[config.mk]
export PLATFORM = sky130hd
export DESIGN_NAME = io_bus_arbiter_flat
export DESIGN_NICKNAME = d
export VERILOG_FILES = /design/src/rtl/io_bus_arbiter_if.sv /design/src/rtl/io_bus_arbiter.sv /design/src/flat_wrapper.sv
export SDC_FILE = /design/constraint.sdc
export NUM_CORES = 1
export LEC_CHECK = 0
export CELL_PAD_IN_SITES_DETAIL_PLACEMENT = 2
export CELL_PAD_IN_SITES_GLOBAL_PLACEMENT = 2
export CORE_AREA = 2 2 113 115
export CTS_CLUSTER_DIAMETER = 30
export CTS_CLUSTER_SIZE = 16
export DETAILED_ROUTE_END_ITERATION = 6
export DIE_AREA = 0 0 115 117
export PLACE_DENSITY = 0.81
export SETUP_SLACK_MARGIN = 0.15
export SYNTH_ARGS = -nofsm -noshare
export SYNTH_HDL_FRONTEND = slang
export SYNTH_SLANG_ARGS = --single-unit
[constraint.sdc]
create_clock -name clk -period 2 [get_ports clk]
set_input_delay 0.6 -clock clk [delete_from_list [all_inputs] [get_ports clk]]
set_output_delay 0.6 -clock clk [all_outputs]
set_load 0.005 [all_outputs]
[src/rtl/io_bus_arbiter_if.sv]
// Signal bundle between the two requesters, the arbiter and the shared I/O slave.
// The master modport is the arbiter's view; the slave modport is the surrounding system's view.
interface io_bus_arbiter_if;
  logic        m0_io_req;
  logic        m1_io_req;
  logic        m0_wrt;
  logic        m1_wrt;
  logic [15:0] m0_address;
  logic [15:0] m1_address;
  logic [7:0]  m0_wdata;
  logic [7:0]  m1_wdata;
  logic        m0_ack;
  logic        m1_ack;
  logic [7:0]  m0_rdata;
  logic [7:0]  m1_rdata;
  logic        m0_rdata_en;
  logic        m1_rdata_en;
  logic        bus_io_req;
  logic        bus_ack;
  logic        bus_wrt;
  logic [15:0] bus_address;
  logic [7:0]  bus_wdata;
  logic [7:0]  bus_rdata;
  logic        bus_rdata_en;
  logic        grant_id;

  modport master (
    input  m0_io_req, m1_io_req, m0_wrt, m1_wrt,
    input  m0_address, m1_address, m0_wdata, m1_wdata,
    output m0_ack, m1_ack, m0_rdata, m1_rdata, m0_rdata_en, m1_rdata_en,
    output bus_io_req, bus_wrt, bus_address, bus_wdata,
    input  bus_ack, bus_rdata, bus_rdata_en,
    output grant_id
  );

  modport slave (
    output m0_io_req, m1_io_req, m0_wrt, m1_wrt,
    output m0_address, m1_address, m0_wdata, m1_wdata,
    input  m0_ack, m1_ack, m0_rdata, m1_rdata, m0_rdata_en, m1_rdata_en,
    input  bus_io_req, bus_wrt, bus_address, bus_wdata,
    output bus_ack, bus_rdata, bus_rdata_en,
    input  grant_id
  );
endinterface

[src/rtl/io_bus_arbiter.sv]
// Round-robin arbiter sharing one I/O slave port between two masters, with a
// watchdog that force-completes transactions whose ack or read data never arrives.
module io_bus_arbiter #(
  parameter int TIMEOUT = 16
) (
  input logic            clk,
  input logic            reset,
  io_bus_arbiter_if.master io
);

  typedef enum logic [1:0] {IDLE, ISSUE, WAIT_DATA, DONE} state_t;

  localparam logic [7:0] WD_LAST = 8'(TIMEOUT - 1);

  state_t     state;
  logic [7:0] wd_count;
  logic       last_grant;
  logic       rdata_pend;
  logic       pick_m1;
  logic       wd_expired;

  // m1 wins only when it is alone or m0 was served last.
  always_comb begin
    pick_m1    = io.m1_io_req && (!io.m0_io_req || !last_grant);
    wd_expired = (wd_count == WD_LAST);
  end

  always_ff @(posedge clk or posedge reset) begin
    if (reset) begin
      state          <= IDLE;
      wd_count       <= 8'h00;
      last_grant     <= 1'b1;
      rdata_pend     <= 1'b0;
      io.m0_ack      <= 1'b0;
      io.m1_ack      <= 1'b0;
      io.m0_rdata    <= 8'h00;
      io.m1_rdata    <= 8'h00;
      io.m0_rdata_en <= 1'b0;
      io.m1_rdata_en <= 1'b0;
      io.bus_io_req  <= 1'b0;
      io.bus_wrt     <= 1'b0;
      io.bus_address <= 16'h0000;
      io.bus_wdata   <= 8'h00;
      io.grant_id    <= 1'b0;
    end else begin
      io.m0_ack      <= 1'b0;
      io.m1_ack      <= 1'b0;
      io.m0_rdata_en <= 1'b0;
      io.m1_rdata_en <= 1'b0;

      unique case (state)
        IDLE: begin
          if (io.m0_io_req || io.m1_io_req) begin
            io.bus_wrt     <= pick_m1 ? io.m1_wrt     : io.m0_wrt;
            io.bus_address <= pick_m1 ? io.m1_address : io.m0_address;
            io.bus_wdata   <= pick_m1 ? io.m1_wdata   : io.m0_wdata;
            io.grant_id    <= pick_m1;
            last_grant     <= pick_m1;
            io.bus_io_req  <= 1'b1;
            wd_count       <= 8'h00;
            state          <= ISSUE;
          end
        end

        ISSUE: begin
          if (io.bus_ack || wd_expired) begin
            io.bus_io_req <= 1'b0;
            io.m0_ack     <= !io.grant_id;
            io.m1_ack     <= io.grant_id;
            wd_count      <= 8'h00;
            if (io.bus_wrt) begin
              state <= DONE;
            end else if (io.bus_ack && !io.bus_rdata_en) begin
              state <= WAIT_DATA;
            end else begin
              // Data (real or FFh on timeout) is held now and announced from DONE.
              if (io.grant_id) io.m1_rdata <= io.bus_ack ? io.bus_rdata : 8'hFF;
              else             io.m0_rdata <= io.bus_ack ? io.bus_rdata : 8'hFF;
              rdata_pend <= 1'b1;
              state      <= DONE;
            end
          end else begin
            wd_count <= wd_count + 8'h01;
          end
        end

        WAIT_DATA: begin
          if (io.bus_rdata_en || wd_expired) begin
            if (io.grant_id) io.m1_rdata <= io.bus_rdata_en ? io.bus_rdata : 8'hFF;
            else             io.m0_rdata <= io.bus_rdata_en ? io.bus_rdata : 8'hFF;
            io.m0_rdata_en <= !io.grant_id;
            io.m1_rdata_en <= io.grant_id;
            wd_count       <= 8'h00;
            state          <= DONE;
          end else begin
            wd_count <= wd_count + 8'h01;
          end
        end

        DONE: begin
          io.m0_rdata_en <= rdata_pend && !io.grant_id;
          io.m1_rdata_en <= rdata_pend && io.grant_id;
          rdata_pend     <= 1'b0;
          wd_count       <= 8'h00;
          state          <= IDLE;
        end

        default: state <= IDLE;
      endcase
    end
  end

endmodule

[src/flat_wrapper.sv]
// flat-port wrapper written by rule: the top's interface ports become plain ports
module io_bus_arbiter_flat 
#(
  parameter int TIMEOUT = 16
)
  (clk, reset, io_m0_io_req, io_m1_io_req, io_m0_wrt, io_m1_wrt, io_m0_address, io_m1_address, io_m0_wdata, io_m1_wdata, io_m0_ack, io_m1_ack, io_m0_rdata, io_m1_rdata, io_m0_rdata_en, io_m1_rdata_en, io_bus_io_req, io_bus_wrt, io_bus_address, io_bus_wdata, io_bus_ack, io_bus_rdata, io_bus_rdata_en, io_grant_id);
  io_bus_arbiter_if io_i ();
  input logic clk;
  input logic reset;
  input wire logic [$bits(io_i.m0_io_req)-1:0] io_m0_io_req;
  input wire logic [$bits(io_i.m1_io_req)-1:0] io_m1_io_req;
  input wire logic [$bits(io_i.m0_wrt)-1:0] io_m0_wrt;
  input wire logic [$bits(io_i.m1_wrt)-1:0] io_m1_wrt;
  input wire logic [$bits(io_i.m0_address)-1:0] io_m0_address;
  input wire logic [$bits(io_i.m1_address)-1:0] io_m1_address;
  input wire logic [$bits(io_i.m0_wdata)-1:0] io_m0_wdata;
  input wire logic [$bits(io_i.m1_wdata)-1:0] io_m1_wdata;
  output wire logic [$bits(io_i.m0_ack)-1:0] io_m0_ack;
  output wire logic [$bits(io_i.m1_ack)-1:0] io_m1_ack;
  output wire logic [$bits(io_i.m0_rdata)-1:0] io_m0_rdata;
  output wire logic [$bits(io_i.m1_rdata)-1:0] io_m1_rdata;
  output wire logic [$bits(io_i.m0_rdata_en)-1:0] io_m0_rdata_en;
  output wire logic [$bits(io_i.m1_rdata_en)-1:0] io_m1_rdata_en;
  output wire logic [$bits(io_i.bus_io_req)-1:0] io_bus_io_req;
  output wire logic [$bits(io_i.bus_wrt)-1:0] io_bus_wrt;
  output wire logic [$bits(io_i.bus_address)-1:0] io_bus_address;
  output wire logic [$bits(io_i.bus_wdata)-1:0] io_bus_wdata;
  input wire logic [$bits(io_i.bus_ack)-1:0] io_bus_ack;
  input wire logic [$bits(io_i.bus_rdata)-1:0] io_bus_rdata;
  input wire logic [$bits(io_i.bus_rdata_en)-1:0] io_bus_rdata_en;
  output wire logic [$bits(io_i.grant_id)-1:0] io_grant_id;
  assign io_i.m0_io_req = io_m0_io_req;
  assign io_i.m1_io_req = io_m1_io_req;
  assign io_i.m0_wrt = io_m0_wrt;
  assign io_i.m1_wrt = io_m1_wrt;
  assign io_i.m0_address = io_m0_address;
  assign io_i.m1_address = io_m1_address;
  assign io_i.m0_wdata = io_m0_wdata;
  assign io_i.m1_wdata = io_m1_wdata;
  assign io_m0_ack = io_i.m0_ack;
  assign io_m1_ack = io_i.m1_ack;
  assign io_m0_rdata = io_i.m0_rdata;
  assign io_m1_rdata = io_i.m1_rdata;
  assign io_m0_rdata_en = io_i.m0_rdata_en;
  assign io_m1_rdata_en = io_i.m1_rdata_en;
  assign io_bus_io_req = io_i.bus_io_req;
  assign io_bus_wrt = io_i.bus_wrt;
  assign io_bus_address = io_i.bus_address;
  assign io_bus_wdata = io_i.bus_wdata;
  assign io_i.bus_ack = io_bus_ack;
  assign io_i.bus_rdata = io_bus_rdata;
  assign io_i.bus_rdata_en = io_bus_rdata_en;
  assign io_grant_id = io_i.grant_id;
  io_bus_arbiter #(.TIMEOUT(TIMEOUT)) u_core (.clk(clk), .reset(reset), .io(io_i));
endmodule
==> impl_metrics.yaml, run 1 <==
run_status:
  outcome: "finished clean"
route:
  vias_per_cell: 4.588
  wire_per_inst_um: 18.34
  drtAntennaViolNets: 0
  num_vias: 2583
  first_pass_iters: 3
  routed_wl_um: 10330
  drt_iter0_markers: 61
  drcViolationCount: 0
global_routing:
  grt_pass1_vias: 2871
  antenna_found_initial: 0
  groute.usage.overall_pct: 15.37
  grt_pass1_wl_um: 15690
  overflow: 0
  grt_max_degree: 60
synthesis:
  synth.avg_cell_area_um2: 10.92
  synth_seq_area_share_pct: 53.27
  synth_seq_cells: 59
  synth.distinct_cells: 34
  synth_cells: 254
  yosysWarnings: 0
  synth_area_um2: 2774
  synth.area.top_cells: "dfrtp_1 52%, mux2i_1 9.7%, mux2_2 6.9%, o21ai_0 6.5%, nand2_1 4.7%"
  synth.largest_area_cell: "dfrtp_1"
  yosysTopAreaCellShare_pct: 52.32
  synth_edf_count: 0
  synth-main-ff-cell: "dfrtp_1"
  synth_common_cells: "58 x dfrtp_1, 36 x o21ai_0, 35 x nand2_1"
  synthArstFlopShare_pct: 100.0
  yosysMostFrequentCell: "dfrtp_1"
  syn_nets: 323
sta:
  worstMarginPinSlew_ps: 456.1
  period_minus_slack_ps: 1888
  period_share_pct: 94.40
  hold_viol_final: 0
  rsz0062_at_grt: "true"
  fmax_mhz: 529.7
  maxSlewHeadroom_pct: 68.99
  setup_viol: 0
  whs_ps: 481.6
  slew_viol_final: 0
  finalSetupTns_ps: 0
  finClkSkew_ps: 14.72
power_and_ir_drop:
  power.sequential.fraction_pct: 28.7
  power_switching_mw: 2.299
  intPower_mw: 4.669
  p_per_area_nw_per_um2: 1406
  power.leakage_nw: 2.184
  peakVddDrop_mv: 0.4601
  power_mw: 6.968
  pwr-share-clk_pct: 24.3
  p_sw_share_pct: 33.00
  p_comb_share_pct: 47.0
cts:
  root_buffer: "clkbuf_16"
  clock_latency_ps: 330
  cts_buffers: 9
  cts_max_path_buffers: 2
  htreeDepth: 3
  cts_tree: "done"
  cts_sinks: 59
  cts.clk_slew.worst_paths_ps: 60
worst_setup_path:
  critPathMaxFanout: 8
  crit_slowest_cell: "mux2_2"
  max_stage_delay_ps: 340
  critical_path_class: "in2reg"
  worst_setup_path_end_kind: "flip-flop"
  start_kind: "primary input"
  crit_buf_inv: 3
  crit_family: "buffers and inverters"
  crit_required_ps: 2210
  cp.arrival_ps: 2100
  path_cells: "dlygate4sd2_1 -> buf_4 -> a21oi_2 -> o21ai_4 -> a211oi_4 -> buf_12 -> mux2_2"
floorplan:
  start_util_pct: 22.53
  rows: 41
  die_x_um: 115
  die_y_um: 117
  dieArea_um2: 13460
  io_pins: 111
  coreArea_um2: 12310
final_layout:
  diodes: 0
  nNetsFinal: 477
  drive_above_1_share_pct: 28.33
  area_growth_syn_to_layout_pct: 78.66
  stdcell_area_um2: 4956
  fin_cells: 563
place:
  dp_cells: 529
  gp_congestion: 0.7868
  place_area_um2: 4307
  port-buffer-count: 110
  dpl.hpwl_um: 7203
worst_hold_path:
  hold_class: "reg2reg"
job:
  cap_violations: 0
## registers in the layout, indices dropped and copies added, names as in the netlist, 2 cells and up
| register | cells |
|---|---|
| u_core.io.m1_rdata | 8 |
| u_core.state | 2 |
| u_core.io.m0_rdata | 8 |
| u_core.wd_count | 8 |
| u_core.io.bus_wdata | 8 |
| u_core.io.bus_address | 16 |
## power by group through the flow
| stage | sequential [mW] | clock, mW | combinational (mW) |
|---|---|---|---|
| 2_1_floorplan | 1.99 | 0 | 1.13 |
| 3_3_place_gp | 1.98 | 0 | 2.70 |
| 3_5_place_dp | 2.03 | 0 | 2.84 |
| 4_1_cts | 2.01 | 1.73 | 3.19 |
| 5_1_grt | 2.06 | 1.79 | 3.58 |
| 6_report | 2.00 | 1.69 | 3.28 |
## area by class of cell
class                      count  area (µm²)
timing repair buffer         152        1523
fill                        1306        7356
clock buffer                   9       225.2
clock inverter                 7       98.84
sequential                    59        1484
tap                          150       187.7
inverter                       7       35.03
multi-input combinational    179        1403
## cells by family (layout without fill, tap and decap cells)
family / Yosys count / count (layout) / share of synthesized area (%)
simple gates: 69 / 69 / 11.73
flops: 59 / 59 / 53.27
compound gates: 61 / 61 / 13.80
buf+inv: 16 / 175 / 2.300
mux: 44 / 44 / 16.64
fa+ha+maj: 5 / 5 / 2.255
## through the flow
step	util [%]	setup WS (ps)
2_1_floorplan	-	153.1
3_3_place_gp	34.98	-357.3
3_5_place_dp	34.98	-484.7
4_1_cts	39.29	86.73
5_1_grt	40.25	44.10
6_report	40.25	112.0
## path summary, 6_finish.rpt
| kind | from | end | slack [ps] | cells past startpoint |
|---|---|---|---|---|
| max | io_bus_ack | u_core.io.m0_rdata[4] | 110 | 7 |
| min | u_core.io.bus_address[15] | u_core.io.bus_address[15] | 480 | 2 |
| max reg2reg | u_core.state[0] | u_core.io.m0_rdata[4] | 130 | 8 |
| min reg2reg | u_core.io.bus_address[15] | u_core.io.bus_address[15] | 480 | 2 |
| max in group asynchronous | reset | u_core.last_grant | 970 | 3 |
| min in group asynchronous | reset | u_core.io.m1_rdata[6] | 730 | 3 |
## cell usage in the layout, fill, tap and decap left out, types with 3 or more instances in the layout
cell type,n
nor2_1,6
or2_2,8
nand2b_1,3
dfrtp_2,5
ha_4,3
mux2_4,10
nand2_1,34
buf_4,34
o21ai_0,33
or3_1,3
a21o_1,3
a21oi_1,6
dlymetal6s2s_1,8
clkdlybuf4s50_1,97
buf_12,7
dfrtp_1,53
nand3_1,3
nor2b_1,3
dlygate4sd2_1,4
mux2i_1,26
clkbuf_16,9
mux2_2,7
a22o_1,3
## per-layer routing
layer	wire [µm]	vias to the layer above	GRT usage [%]
met2	5731	79	28.98
met5	0	-	0
li1	-	1199	-
met4	119	0	4.578
met1	3993	1297	17.27
met3	482	8	3.502
## worst min-delay path: stages (launching register included)
cell     delay (ps)
dfrtp_1         340
nand2_1          50
o21ai_0          60
## timing repair
item / 4_1_cts / 5_1_grt
resized for setup: 44 / 17
endpoints found under the setup margin: 29 / 35
gates cloned: 0 / 0
setup buffers: 9 / 9
hold buffers: 0 / 0
pin swaps: 5 / 3
endpoints found under the hold margin: 0 / 0
Note: power is estimated with default switching activity, not from simulation.
==> run 2: changes to the inputs <==
- ABC_AREA: default -> 1
- CAP_MARGIN: default -> 20
- CORE_AREA: 2 2 113 115 -> 2 2 151 94
- DIE_AREA: 0 0 115 117 -> 0 0 153 96
- PLACE_DENSITY: 0.81 -> 0.82
==> run 2 against run 1 <==
  * Utilization is 5.5 points lower
  * Total power is 5.4% lower
  * Maximum frequency is 4.3% higher
  * Synthesized cell count increased by 34%
  * Setup slack improved by 78 ps
  * Sequential share of layout area rose by 2.0 points
  * Combinational power down 7.6%
  * Synthesized area up 3.7%
  * Worst hold slack worse by 8.2 ps
  * Largest power group unchanged
==> impl_metrics.yaml, run 2 <==
run_status:
  outcome: "finished clean"
power_and_ir_drop:
  intPower_mw: 4.173
  pwr-share-clk_pct: 22.7
  p_comb_share_pct: 46.0
  power_switching_mw: 2.421
  power.leakage_nw: 2.216
  peakVddDrop_mv: 0.5200
  p_per_area_nw_per_um2: 1424
  power.sequential.fraction_pct: 31.4
  p_sw_share_pct: 36.72
worst_setup_path:
  critical_path_class: "reg2out"
  path_cells: "clkdlybuf4s50_1"
  crit_buf_inv: 1
  crit_slowest_cell: "clkdlybuf4s50_1"
  crit_required_ps: 1400
  cp.arrival_ps: 1210
  max_stage_delay_ps: 510
  crit_family: "buffers and inverters"
  worst_setup_path_end_kind: "output port"
  start_kind: "flip-flop"
  critPathMaxFanout: 2
sta:
  fmax_mhz: 552.4
  worstMarginPinSlew_ps: 405.0
  slew_viol_final: 0
  setup_viol: 0
  finalSetupTns_ps: 0
  period_minus_slack_ps: 1810
  hold_viol_final: 0
  period_share_pct: 90.51
  maxSlewHeadroom_pct: 72.94
  finClkSkew_ps: 7.233
  rsz0062_at_grt: "false"
synthesis:
  syn_nets: 409
  synth_seq_cells: 59
  synth.largest_area_cell: "dfrtp_1"
  synth.avg_cell_area_um2: 8.464
  synth_seq_area_share_pct: 51.35
  synth_edf_count: 0
  synth_cells: 340
  synth.distinct_cells: 33
  synth_area_um2: 2878
  synth_common_cells: "91 x nand2_1, 58 x dfrtp_1, 44 x o21ai_0"
  yosysTopAreaCellShare_pct: 50.43
  synthArstFlopShare_pct: 100.0
  yosysWarnings: 0
  yosysMostFrequentCell: "nand2_1"
  synth.area.top_cells: "dfrtp_1 50%, nand2_1 12%, o21ai_0 7.7%, nor2_1 5.0%, inv_1 3.0%"
  synth-main-ff-cell: "dfrtp_1"
route:
  wire_per_inst_um: 16.21
  routed_wl_um: 10530
  drt_iter0_markers: 59
  num_vias: 2865
  drcViolationCount: 0
  drtAntennaViolNets: 0
  first_pass_iters: 4
  vias_per_cell: 4.408
floorplan:
  die_y_um: 96
  rows: 33
  io_pins: 111
  die_x_um: 153
  dieArea_um2: 14690
  start_util_pct: 21.58
  coreArea_um2: 13340
cts:
  htreeDepth: 3
  cts_max_path_buffers: 2
  cts_sinks: 59
  root_buffer: "clkbuf_16"
  cts_buffers: 9
  cts_tree: "done"
  clock_latency_ps: 330
  cts_hold_buffers: 0
  cts.clk_slew.worst_paths_ps: 50
global_routing:
  antenna_found_initial: 0
  groute.usage.overall_pct: 14.85
  grt_max_degree: 28
  overflow: 0
  grt_pass1_vias: 3242
  grt_pass1_wl_um: 16700
worst_hold_path:
  hold_class: "reg2reg"
final_layout:
  area_growth_syn_to_layout_pct: 60.87
  diodes: 0
  stdcell_area_um2: 4629
  fin_cells: 650
  drive_above_1_share_pct: 12.00
  largest-register: "u_core.io.bus_address"
  fin_util_pct: 34.71
  final_cell_mix: "91 x nand2_1, 91 x clkdlybuf4s50_1, 58 x dfrtp_1"
  largest_register_ffs: 16
  nNetsFinal: 540
place:
  dpl.hpwl_um: 8257
  gp_congestion: 0.7854
  port-buffer-count: 110
  dp_cells: 630
  place_area_um2: 4273
job:
  cap_violations: 0
-- run 2: cell count changes after synthesis, moves of 4 or more --
cell / delta
inv_1: +16
mux2_2: -17
mux2i_1: -27
nand2_1: +56
nand2b_1: -4
nand3_1: +10
nand4_1: +9
nor2_1: +30
o21ai_0: +8
o21ai_1: +14
or2_2: -8
xor2_1: +4
-- run 2: layout make-up --
cell class                      count  area (µm²)
Clock buffer                       10       229.0
Clock inverter                      5       55.05
Fill cell                        1509        8707
Inverter                           27       108.9
Multi-Input combinational cell    244        1231
Sequential cell                    59        1478
Tap cell                          175       219.0
Timing Repair Buffer              130        1309
-- run 2: metal layers --
metal	global-route usage, %	share of wire, %	routed length, µm
met5	0	0	0
met4	4.784	1.4	147
met3	8.510	11	1144
met2	24.29	45	4701
met1	16.57	43	4541
-- run 2: power groups by stage --
stage	clock network, mW	registers [mW]	logic (mW)
after floorplan	0	2.07	1.42
after global placement	0	2.07	2.94
after detailed placement	0	2.10	3.08
after CTS	1.54	2.08	3.09
after global routing	1.59	2.14	3.42
final	1.50	2.07	3.03
-- run 2: path summary, 6_finish.rpt --
kind,from,to,slack (ps),cells past startpoint
max reg2reg,u_core.wd_count[0],u_core.wd_count[2],310,8
max,u_core.io.m1_rdata[5],io_m1_rdata[5],190,1
max in group asynchronous,reset,u_core.wd_count[0],920,3
min in group asynchronous,reset,u_core.io.bus_address[6],640,2
min,u_core.last_grant,u_core.last_grant,470,2
min reg2reg,u_core.last_grant,u_core.last_grant,470,2
-- run 2: logic make-up after synthesis --
family | after synthesis | share of synthesized area, %
flops | 59 | 51.35
buf+inv | 37 | 5.869
xor+xnor | 5 | 1.522
fa+ha+maj | 5 | 2.174
simple gates | 164 | 25.87
compound gates | 70 | 13.22
-- run 2: worst min-delay path, delay by kind of cell, from the launching register on --
kind | cells | cell delay, ps
DFF | 1 | 370
and+or+nand+nor | 2 | 110
-- run 2: what timing repair did --
action	CTS	global route
setup endpoints to repair	5	24
gates resized for setup	4	17
buffers inserted	1	4
endpoints found under the hold margin	0	0
-- run 2: per-stage QoR --
step	power, mW	setup WS [ps]	hold WS (ps)
3_5_place_dp	5.182	-84.74	470.2
6_report	6.594	189.7	473.4
2_1_floorplan	3.490	479.0	448.3
4_1_cts	6.721	154.2	476.4
5_1_grt	7.147	148.9	503.1
3_3_place_gp	5.019	29.93	463.8
